$ cat config.mk
export PLATFORM = sky130hd
export DESIGN_NAME = instruction_encode
export DESIGN_NICKNAME = d
export VERILOG_FILES = /design/src/rtl/rv32i_pkg.sv /design/src/rtl/instruction_encode_pack.sv /design/src/rtl/instruction_encode.sv
export SDC_FILE = /design/constraint.sdc
export NUM_CORES = 1
export LEC_CHECK = 0
export CAP_MARGIN = 40
export CORE_AREA = 2 2 140 142
export DETAILED_ROUTE_END_ITERATION = 7
export DIE_AREA = 0 0 142 144
export GPL_ROUTABILITY_DRIVEN = 0
export GPL_TIMING_DRIVEN = 0
export PLACE_DENSITY = 0.64
export SYNTH_ARGS = -nofsm -noshare
export SYNTH_HDL_FRONTEND = slang
export SYNTH_SLANG_ARGS = --single-unit
$ cat constraint.sdc
create_clock -name clk -period 2.6 [get_ports clk]
set_clock_uncertainty 0.05 [all_clocks]
set_input_delay 0.39 -clock clk [delete_from_list [all_inputs] [get_ports clk]]
set_output_delay 0.39 -clock clk [all_outputs]
set_load 0.02 [all_outputs]
$ cat src/rtl/rv32i_pkg.sv
// Shared RV32I encoding constants, operation/format enums and request/decode structs.
// Used by the encoder and by the core's decoder.
package rv32i_pkg;

    typedef enum logic [5:0] {
        OP_LUI, OP_AUIPC, OP_JAL, OP_JALR,
        OP_BEQ, OP_BNE, OP_BLT, OP_BGE, OP_BLTU, OP_BGEU,
        OP_LB, OP_LH, OP_LW, OP_LBU, OP_LHU,
        OP_SB, OP_SH, OP_SW,
        OP_ADDI, OP_SLTI, OP_SLTIU, OP_XORI, OP_ORI, OP_ANDI, OP_SLLI, OP_SRLI, OP_SRAI,
        OP_ADD, OP_SUB, OP_SLL, OP_SLT, OP_SLTU, OP_XOR, OP_SRL, OP_SRA, OP_OR, OP_AND,
        OP_FENCE, OP_ECALL, OP_EBREAK
    } op_e;

    localparam int unsigned NUM_OPS = 40;

    typedef enum logic [2:0] {
        FMT_R, FMT_I, FMT_S, FMT_B, FMT_U, FMT_J, FMT_FIXED
    } fmt_e;

    localparam logic [6:0] OPC_LUI      = 7'b0110111;
    localparam logic [6:0] OPC_AUIPC    = 7'b0010111;
    localparam logic [6:0] OPC_JAL      = 7'b1101111;
    localparam logic [6:0] OPC_JALR     = 7'b1100111;
    localparam logic [6:0] OPC_BRANCH   = 7'b1100011;
    localparam logic [6:0] OPC_LOAD     = 7'b0000011;
    localparam logic [6:0] OPC_STORE    = 7'b0100011;
    localparam logic [6:0] OPC_OP_IMM   = 7'b0010011;
    localparam logic [6:0] OPC_OP       = 7'b0110011;
    localparam logic [6:0] OPC_MISC_MEM = 7'b0001111;
    localparam logic [6:0] OPC_SYSTEM   = 7'b1110011;

    localparam logic [2:0] F3_BEQ  = 3'b000;
    localparam logic [2:0] F3_BNE  = 3'b001;
    localparam logic [2:0] F3_BLT  = 3'b100;
    localparam logic [2:0] F3_BGE  = 3'b101;
    localparam logic [2:0] F3_BLTU = 3'b110;
    localparam logic [2:0] F3_BGEU = 3'b111;
    localparam logic [2:0] F3_B    = 3'b000;
    localparam logic [2:0] F3_H    = 3'b001;
    localparam logic [2:0] F3_W    = 3'b010;
    localparam logic [2:0] F3_BU   = 3'b100;
    localparam logic [2:0] F3_HU   = 3'b101;
    localparam logic [2:0] F3_ADD  = 3'b000;
    localparam logic [2:0] F3_SLL  = 3'b001;
    localparam logic [2:0] F3_SLT  = 3'b010;
    localparam logic [2:0] F3_SLTU = 3'b011;
    localparam logic [2:0] F3_XOR  = 3'b100;
    localparam logic [2:0] F3_SR   = 3'b101;
    localparam logic [2:0] F3_OR   = 3'b110;
    localparam logic [2:0] F3_AND  = 3'b111;

    localparam logic [6:0] F7_BASE = 7'b0000000;
    localparam logic [6:0] F7_ALT  = 7'b0100000;

    localparam logic [31:0] FENCE_WORD  = 32'h0FF0000F;
    localparam logic [31:0] ECALL_WORD  = 32'h00000073;
    localparam logic [31:0] EBREAK_WORD = 32'h00100073;

    // op is kept raw (not op_e) so out-of-range indices survive to the error check
    typedef struct packed {
        logic [5:0]  op;
        logic [4:0]  rd;
        logic [4:0]  rs1;
        logic [4:0]  rs2;
        logic [31:0] imm;
    } req_t;

    typedef struct packed {
        fmt_e       fmt;
        logic [6:0] opcode;
        logic [2:0] funct3;
        logic [6:0] funct7;
        logic       shift;
        logic       err;
    } dec_t;

    function automatic dec_t mk_dec(input fmt_e f, input logic [6:0] opc,
                                    input logic [2:0] f3, input logic [6:0] f7,
                                    input logic sh);
        dec_t d;
        d.fmt    = f;
        d.opcode = opc;
        d.funct3 = f3;
        d.funct7 = f7;
        d.shift  = sh;
        d.err    = 1'b0;
        return d;
    endfunction

    function automatic logic in_range(input logic [31:0] v, input int lo, input int hi);
        return ($signed(v) >= lo) && ($signed(v) <= hi);
    endfunction

endpackage

$ cat src/rtl/instruction_encode_pack.sv
// Op lookup + immediate range check (request side) and field packing (S1 side).
// Latency: combinational. Backpressure: none, pure logic.
// Error flag forces the packed word to zero.
module instruction_encode_pack
    import rv32i_pkg::*;
(
    input  logic [5:0]  op,
    input  logic [31:0] imm,
    output dec_t        dec,
    input  req_t        s1_req,
    input  dec_t        s1_dec,
    output logic [31:0] instr
);

    logic        imm_bad;
    logic [11:0] imm_i;
    logic [31:0] s1_imm;

    always_comb begin
        dec     = mk_dec(FMT_R, 7'd0, 3'd0, F7_BASE, 1'b0);
        imm_bad = 1'b0;
        case (op)
            OP_LUI:    dec = mk_dec(FMT_U, OPC_LUI,    3'd0,    F7_BASE, 1'b0);
            OP_AUIPC:  dec = mk_dec(FMT_U, OPC_AUIPC,  3'd0,    F7_BASE, 1'b0);
            OP_JAL:    dec = mk_dec(FMT_J, OPC_JAL,    3'd0,    F7_BASE, 1'b0);
            OP_JALR:   dec = mk_dec(FMT_I, OPC_JALR,   3'd0,    F7_BASE, 1'b0);
            OP_BEQ:    dec = mk_dec(FMT_B, OPC_BRANCH, F3_BEQ,  F7_BASE, 1'b0);
            OP_BNE:    dec = mk_dec(FMT_B, OPC_BRANCH, F3_BNE,  F7_BASE, 1'b0);
            OP_BLT:    dec = mk_dec(FMT_B, OPC_BRANCH, F3_BLT,  F7_BASE, 1'b0);
            OP_BGE:    dec = mk_dec(FMT_B, OPC_BRANCH, F3_BGE,  F7_BASE, 1'b0);
            OP_BLTU:   dec = mk_dec(FMT_B, OPC_BRANCH, F3_BLTU, F7_BASE, 1'b0);
            OP_BGEU:   dec = mk_dec(FMT_B, OPC_BRANCH, F3_BGEU, F7_BASE, 1'b0);
            OP_LB:     dec = mk_dec(FMT_I, OPC_LOAD,   F3_B,    F7_BASE, 1'b0);
            OP_LH:     dec = mk_dec(FMT_I, OPC_LOAD,   F3_H,    F7_BASE, 1'b0);
            OP_LW:     dec = mk_dec(FMT_I, OPC_LOAD,   F3_W,    F7_BASE, 1'b0);
            OP_LBU:    dec = mk_dec(FMT_I, OPC_LOAD,   F3_BU,   F7_BASE, 1'b0);
            OP_LHU:    dec = mk_dec(FMT_I, OPC_LOAD,   F3_HU,   F7_BASE, 1'b0);
            OP_SB:     dec = mk_dec(FMT_S, OPC_STORE,  F3_B,    F7_BASE, 1'b0);
            OP_SH:     dec = mk_dec(FMT_S, OPC_STORE,  F3_H,    F7_BASE, 1'b0);
            OP_SW:     dec = mk_dec(FMT_S, OPC_STORE,  F3_W,    F7_BASE, 1'b0);
            OP_ADDI:   dec = mk_dec(FMT_I, OPC_OP_IMM, F3_ADD,  F7_BASE, 1'b0);
            OP_SLTI:   dec = mk_dec(FMT_I, OPC_OP_IMM, F3_SLT,  F7_BASE, 1'b0);
            OP_SLTIU:  dec = mk_dec(FMT_I, OPC_OP_IMM, F3_SLTU, F7_BASE, 1'b0);
            OP_XORI:   dec = mk_dec(FMT_I, OPC_OP_IMM, F3_XOR,  F7_BASE, 1'b0);
            OP_ORI:    dec = mk_dec(FMT_I, OPC_OP_IMM, F3_OR,   F7_BASE, 1'b0);
            OP_ANDI:   dec = mk_dec(FMT_I, OPC_OP_IMM, F3_AND,  F7_BASE, 1'b0);
            OP_SLLI:   dec = mk_dec(FMT_I, OPC_OP_IMM, F3_SLL,  F7_BASE, 1'b1);
            OP_SRLI:   dec = mk_dec(FMT_I, OPC_OP_IMM, F3_SR,   F7_BASE, 1'b1);
            OP_SRAI:   dec = mk_dec(FMT_I, OPC_OP_IMM, F3_SR,   F7_ALT,  1'b1);
            OP_ADD:    dec = mk_dec(FMT_R, OPC_OP,     F3_ADD,  F7_BASE, 1'b0);
            OP_SUB:    dec = mk_dec(FMT_R, OPC_OP,     F3_ADD,  F7_ALT,  1'b0);
            OP_SLL:    dec = mk_dec(FMT_R, OPC_OP,     F3_SLL,  F7_BASE, 1'b0);
            OP_SLT:    dec = mk_dec(FMT_R, OPC_OP,     F3_SLT,  F7_BASE, 1'b0);
            OP_SLTU:   dec = mk_dec(FMT_R, OPC_OP,     F3_SLTU, F7_BASE, 1'b0);
            OP_XOR:    dec = mk_dec(FMT_R, OPC_OP,     F3_XOR,  F7_BASE, 1'b0);
            OP_SRL:    dec = mk_dec(FMT_R, OPC_OP,     F3_SR,   F7_BASE, 1'b0);
            OP_SRA:    dec = mk_dec(FMT_R, OPC_OP,     F3_SR,   F7_ALT,  1'b0);
            OP_OR:     dec = mk_dec(FMT_R, OPC_OP,     F3_OR,   F7_BASE, 1'b0);
            OP_AND:    dec = mk_dec(FMT_R, OPC_OP,     F3_AND,  F7_BASE, 1'b0);
            OP_FENCE:  dec = mk_dec(FMT_FIXED, OPC_MISC_MEM, 3'd0, F7_BASE, 1'b0);
            OP_ECALL:  dec = mk_dec(FMT_FIXED, OPC_SYSTEM,   3'd0, F7_BASE, 1'b0);
            OP_EBREAK: dec = mk_dec(FMT_FIXED, OPC_SYSTEM,   3'd0, F7_BASE, 1'b0);
            default:   dec.err = 1'b1;
        endcase

        case (dec.fmt)
            FMT_I:   imm_bad = dec.shift ? (|imm[31:5]) : !in_range(imm, -2048, 2047);
            FMT_S:   imm_bad = !in_range(imm, -2048, 2047);
            FMT_B:   imm_bad = !in_range(imm, -4096, 4094) || imm[0];
            FMT_J:   imm_bad = !in_range(imm, -1048576, 1048574) || imm[0];
            FMT_U:   imm_bad = |imm[11:0];
            default: imm_bad = 1'b0;
        endcase
        if (imm_bad) begin
            dec.err = 1'b1;
        end
    end

    assign s1_imm = s1_req.imm;

    always_comb begin
        instr = '0;
        // shifts reuse the I immediate slot: funct7 on top, shamt below
        imm_i = s1_dec.shift ? {s1_dec.funct7, s1_imm[4:0]} : s1_imm[11:0];
        case (s1_dec.fmt)
            FMT_R: instr = {s1_dec.funct7, s1_req.rs2, s1_req.rs1, s1_dec.funct3,
                            s1_req.rd, s1_dec.opcode};
            FMT_I: instr = {imm_i, s1_req.rs1, s1_dec.funct3, s1_req.rd, s1_dec.opcode};
            FMT_S: instr = {s1_imm[11:5], s1_req.rs2, s1_req.rs1, s1_dec.funct3,
                            s1_imm[4:0], s1_dec.opcode};
            FMT_B: instr = {s1_imm[12], s1_imm[10:5], s1_req.rs2, s1_req.rs1, s1_dec.funct3,
                            s1_imm[4:1], s1_imm[11], s1_dec.opcode};
            FMT_U: instr = {s1_imm[31:12], s1_req.rd, s1_dec.opcode};
            FMT_J: instr = {s1_imm[20], s1_imm[10:1], s1_imm[11], s1_imm[19:12],
                            s1_req.rd, s1_dec.opcode};
            FMT_FIXED: begin
                case (s1_req.op)
                    OP_FENCE:  instr = FENCE_WORD;
                    OP_EBREAK: instr = EBREAK_WORD;
                    default:   instr = ECALL_WORD;
                endcase
            end
            default: instr = '0;
        endcase
        if (s1_dec.err) begin
            instr = '0;
        end
    end

endmodule

$ cat src/rtl/instruction_encode.sv
// RV32I encoder: symbolic request -> 32-bit word tagged with a sequential byte address.
// Latency: 2 cycles (S1 decode/check, S2 packed output), 1 word per cycle.
// Backpressure: both stages shift together; in_ready = !s1_valid || !s2_valid || out_ready.
module instruction_encode
    import rv32i_pkg::*;
#(
    parameter int unsigned       ADDR_W    = 12,
    parameter logic [ADDR_W-1:0] BASE_ADDR = '0
) (
    input  logic              clk,
    input  logic              rst,
    input  logic              clear,
    input  logic              in_valid,
    output logic              in_ready,
    input  logic [5:0]        in_op,
    input  logic [4:0]        in_rd,
    input  logic [4:0]        in_rs1,
    input  logic [4:0]        in_rs2,
    input  logic [31:0]       in_imm,
    output logic              out_valid,
    input  logic              out_ready,
    output logic [31:0]       out_instr,
    output logic [ADDR_W-1:0] out_addr,
    output logic              out_err,
    output logic [7:0]        err_cnt
);

    req_t              in_req;
    dec_t              in_dec;
    logic              s1_valid;
    req_t              s1_req;
    dec_t              s1_dec;
    logic [ADDR_W-1:0] s1_addr;
    logic [31:0]       s1_word;
    logic [ADDR_W-1:0] addr_cnt;
    logic [ADDR_W-1:0] slot_addr;
    logic              s1_load;
    logic              s2_load;
    logic              accept;

    assign in_req = '{op: in_op, rd: in_rd, rs1: in_rs1, rs2: in_rs2, imm: in_imm};

    instruction_encode_pack u_pack (
        .op     (in_op),
        .imm    (in_imm),
        .dec    (in_dec),
        .s1_req (s1_req),
        .s1_dec (s1_dec),
        .instr  (s1_word)
    );

    assign s2_load  = !out_valid || out_ready;
    assign s1_load  = !s1_valid || s2_load;
    assign in_ready = s1_load;
    assign accept   = in_valid && s1_load;

    // a clear coinciding with an accept restarts numbering at that very request
    assign slot_addr = clear ? BASE_ADDR : addr_cnt;

    always_ff @(posedge clk) begin
        if (rst) begin
            s1_valid <= 1'b0;
            s1_req   <= '0;
            s1_dec   <= '0;
            s1_addr  <= BASE_ADDR;
        end else if (s1_load) begin
            s1_valid <= in_valid;
            if (accept) begin
                s1_req  <= in_req;
                s1_dec  <= in_dec;
                s1_addr <= slot_addr;
            end
        end
    end

    always_ff @(posedge clk) begin
        if (rst) begin
            out_valid <= 1'b0;
            out_instr <= '0;
            out_addr  <= BASE_ADDR;
            out_err   <= 1'b0;
        end else if (s2_load) begin
            out_valid <= s1_valid;
            if (s1_valid) begin
                out_instr <= s1_word;
                out_addr  <= s1_addr;
                out_err   <= s1_dec.err;
            end
        end
    end

    always_ff @(posedge clk) begin
        if (rst) begin
            addr_cnt <= BASE_ADDR;
        end else if (accept) begin
            addr_cnt <= slot_addr + ADDR_W'(4);
        end else if (clear) begin
            addr_cnt <= BASE_ADDR;
        end
    end

    always_ff @(posedge clk) begin
        if (rst || clear) begin
            err_cnt <= '0;
        end else if (out_valid && out_ready && out_err && (err_cnt != 8'hFF)) begin
            err_cnt <= err_cnt + 8'd1;
        end
    end

endmodule

==> flow_summary.ini <==
[drt]
route.detailed.drc = 0
drt-pass1-iter-count = 5
vias_per_cell = 5.22
drt-initial-drc-count = 521
vias = 6455
avgRoutedWirePerCell_um = 16.3
detail_route.wirelength_mm = 20.1
drtAntennaViolNets = 0

[floorplan]
die-area_um2 = 20400
die_h_um = 144
die-width_um = 142
io_pins = 113
initial_utilization_pct = 34.2
core_area_um2 = 19100
rows = 51

[worst_hold_path]
hp-start = addr_cnt[1]$_SDFF_PP0_
hp-class = reg -> reg
worst_hold_path.num_cells = 2
holdPathEnd = addr_cnt[1]$_SDFF_PP0_

[logic_synthesis]
synth_area_leaders = dfxtp_1 (45%), nand2_1 (12%), a21oi_1 (8.5%), nor2_1 (3.7%), o21ai_0 (3.2%)
syn_nets = 916
synth_top_cell_by_area = dfxtp_1
synth_cell_types = 59
netlist_area_um2 = 6520
synth_seq_cells = 146
synth_edf_count = 0
syn_avg_cell_area_um2 = 7.61
async_flop_share_pct = 0
seq_area_frac_synth_pct = 44.9
synth.top_cell.area_share_pct = 44.9
yosys_most_used_dff = dfxtp_1
synth_cells = 856
yosysWarnings = 0

[setup_path]
arrival_ns = 2.73
start_kind = input pin
rr_worst_depth = 6
cpLargestDelayFamily = buffers and inverters
rr_endpoint = s1_addr[11]$_SDFFE_PP0P_
cp_max_fo = 10
cp_slowest_stage_delay_ns = 0.54
crit_start = out_ready
cp_slowest_cell = clkbuf_1
worstPathCellList = clkdlybuf4s50_1, nand3b_1, and2_1, clkbuf_1, clkbuf_1, nand3b_1, a21oi_1
r2r-start = out_valid$_SDFFE_PP0P_
cp.buffers_inverters = 3
worstPathRequired_ns = 2.91
r2r_setup_slack_ns = 0.32
cp-end-kind = flip-flop
criticalPathCategory = in -> reg

[clock_network]
cts_resized = 0
cts_sinks = 146
cts-htree-levels = 4
clk_pin_slew_ns = 0.06
clk_path_buf_depth = 2
cts_tree = done
numCtsBuffers = 17
cts_hold_buf = 0
cts_setup_buffers = 0
clk-insertion-delay-late_ns = 0.43
cts_root_buf = clkbuf_16

[sta]
drv_slew = 0
max_freq_ghz = 0.412
setup_viol = 0
worst_pin_slew_ns = 0.767
rsz0062_at_grt = false
post-route-min-period_ns = 2.42
slew_headroom_pct = 48.7
finalCritPeriodShare_pct = 93.3
setup_tns_ns = 0
finalHoldViolCount = 0

[global_route]
grt_max_degree = 17
grt_pass1_vias = 5974
antenna_found_initial = 0
overflow = 0
grt_use_total_pct = 20.0
grt_first_pass_wirelength_mm = 31.7

[power_and_ir_drop]
total_power_mw = 5.28
p_per_area_nw_per_um2 = 622
ir_worst_vdd_uv = 513
power.leakage_nw = 2.97

[finish]
multi_input_area_um2 = 3260
diodes = 0
ff_latch_area_um2 = 2920
final_cell_area_um2 = 8480
area_growth_pct = 30.2
fillerInstances = 1905
num-nets-final = 1045
drive_above_1_share_pct = 4.61

[run_status]
outcome = completed

[placement]
hpwl_mm = 15.4
placed_cell_area_um2 = 7910
io_buffers = 109

[job]
max-cap-violations = 0
[flip-flops by register name (all words and copies together) (netlist names)]
name	count
err_cnt	8
out_instr	31
s1_valid	1
s1_req	53
out_err	1
out_valid	1
s1_addr	12
s1_dec	15
addr_cnt	12
out_addr	12
[how the worst max path moves through the flow]
stage / to / slack (ns) / cells after the start
global placement: s1_addr[11]$_SDFFE_PP0P_ / -0.24 / 7
floorplan: s1_dec[0]$_SDFFE_PP0P_ / 0.40 / 7
finish: s1_addr[11]$_SDFFE_PP0P_ / 0.18 / 7
detailed placement: addr_cnt[4]$_SDFF_PP0_ / -0.23 / 8
CTS: s1_dec[0]$_SDFFE_PP0P_ / 0.20 / 7
global route: addr_cnt[4]$_SDFF_PP0_ / 0.06 / 8
[routing by layer]
layer	vias to the layer above	wire (um)	global-route usage, %
met5	-	0	0
met3	27	1220	4.17
met4	0	457	6.95
li1	3213	-	-
met1	2995	9520	27.7
met2	220	8940	31.1
[logic make-up (layout without fill, tap and decap cells)]
logic type	Yosys count	in the layout	share of synthesized area, %
AO/OA/AOI/OAI	236	236	21.9
XOR/XNOR	15	15	2.02
adder cells (fa/ha/maj)	4	4	0.710
buffers and inverters	88	230	5.26
flip-flops	146	146	44.9
multiplexers	6	6	0.960
AND/OR/NAND/NOR	361	361	24.3
[area by class of cell]
type	instances	area share [%]
clock buffers	19	5.22
flip-flops and latches	146	34.5
repair buffers	110	12.9
plain buffers	61	2.85
multi-input cells	622	38.4
well taps	238	3.51
inverters	27	1.19
clock inverters	13	1.47
[cells in the final DEF (no fill, tap or decap), drive strengths merged, types with 4 or more instances in the layout]
cell type	n
nand2	207
dfxtp	146
a21oi	111
clkdlybuf4s50	109
clkbuf	74
nor2	64
o21ai	42
inv	32
a22oi	27
nor2b	17
nor3	13
nand4	13
xnor2	10
o22ai	8
nor4	7
buf	7
nand3	6
nand2b	6
a21o	6
clkinv	6
xor2	5
or3	5
a32oi	5
and2	5
a211oi	5
nand3b	4
a22o	4
mux2i	4
[report_power, final]
| part | leakage (nW) | total, mW | switching [mW] | internal [mW] |
|---|---|---|---|---|
| clock network | 0.280 | 2.35 | 0.992 | 1.36 |
| logic | 1.50 | 0.565 | 0.341 | 0.224 |
| registers | 1.19 | 2.36 | 0.0538 | 2.31 |
[Yosys cell counts, drive strengths merged (7+ instances only)]
library cell,count
o22ai,8
o21ai,42
nor3,13
nor4,7
nor2b,17
clkbuf,55
inv,27
nand2,207
xnor2,10
a21oi,111
nor2,64
a22oi,27
nand4,13
dfxtp,146
[tightest hold or removal path, cell delays in order (launching register included)]
cell	delay, ns
dfxtp_1	0.30
inv_1	0.04
nor2_1	0.04
[stage by stage]
stage          setup WS (ns)  hold slack (ns)  std cells  util, %
2_1_floorplan          0.402            0.355        856        -
3_3_place_gp          -0.243            0.368       1203     41.4
3_5_place_dp          -0.231            0.370       1204     41.5
4_1_cts                0.195            0.380       1236     44.4
5_1_grt               0.0583            0.403       1236     44.5
6_report               0.175            0.374       1236     44.5
No activity file was read; power rests on OpenSTA's default activity.
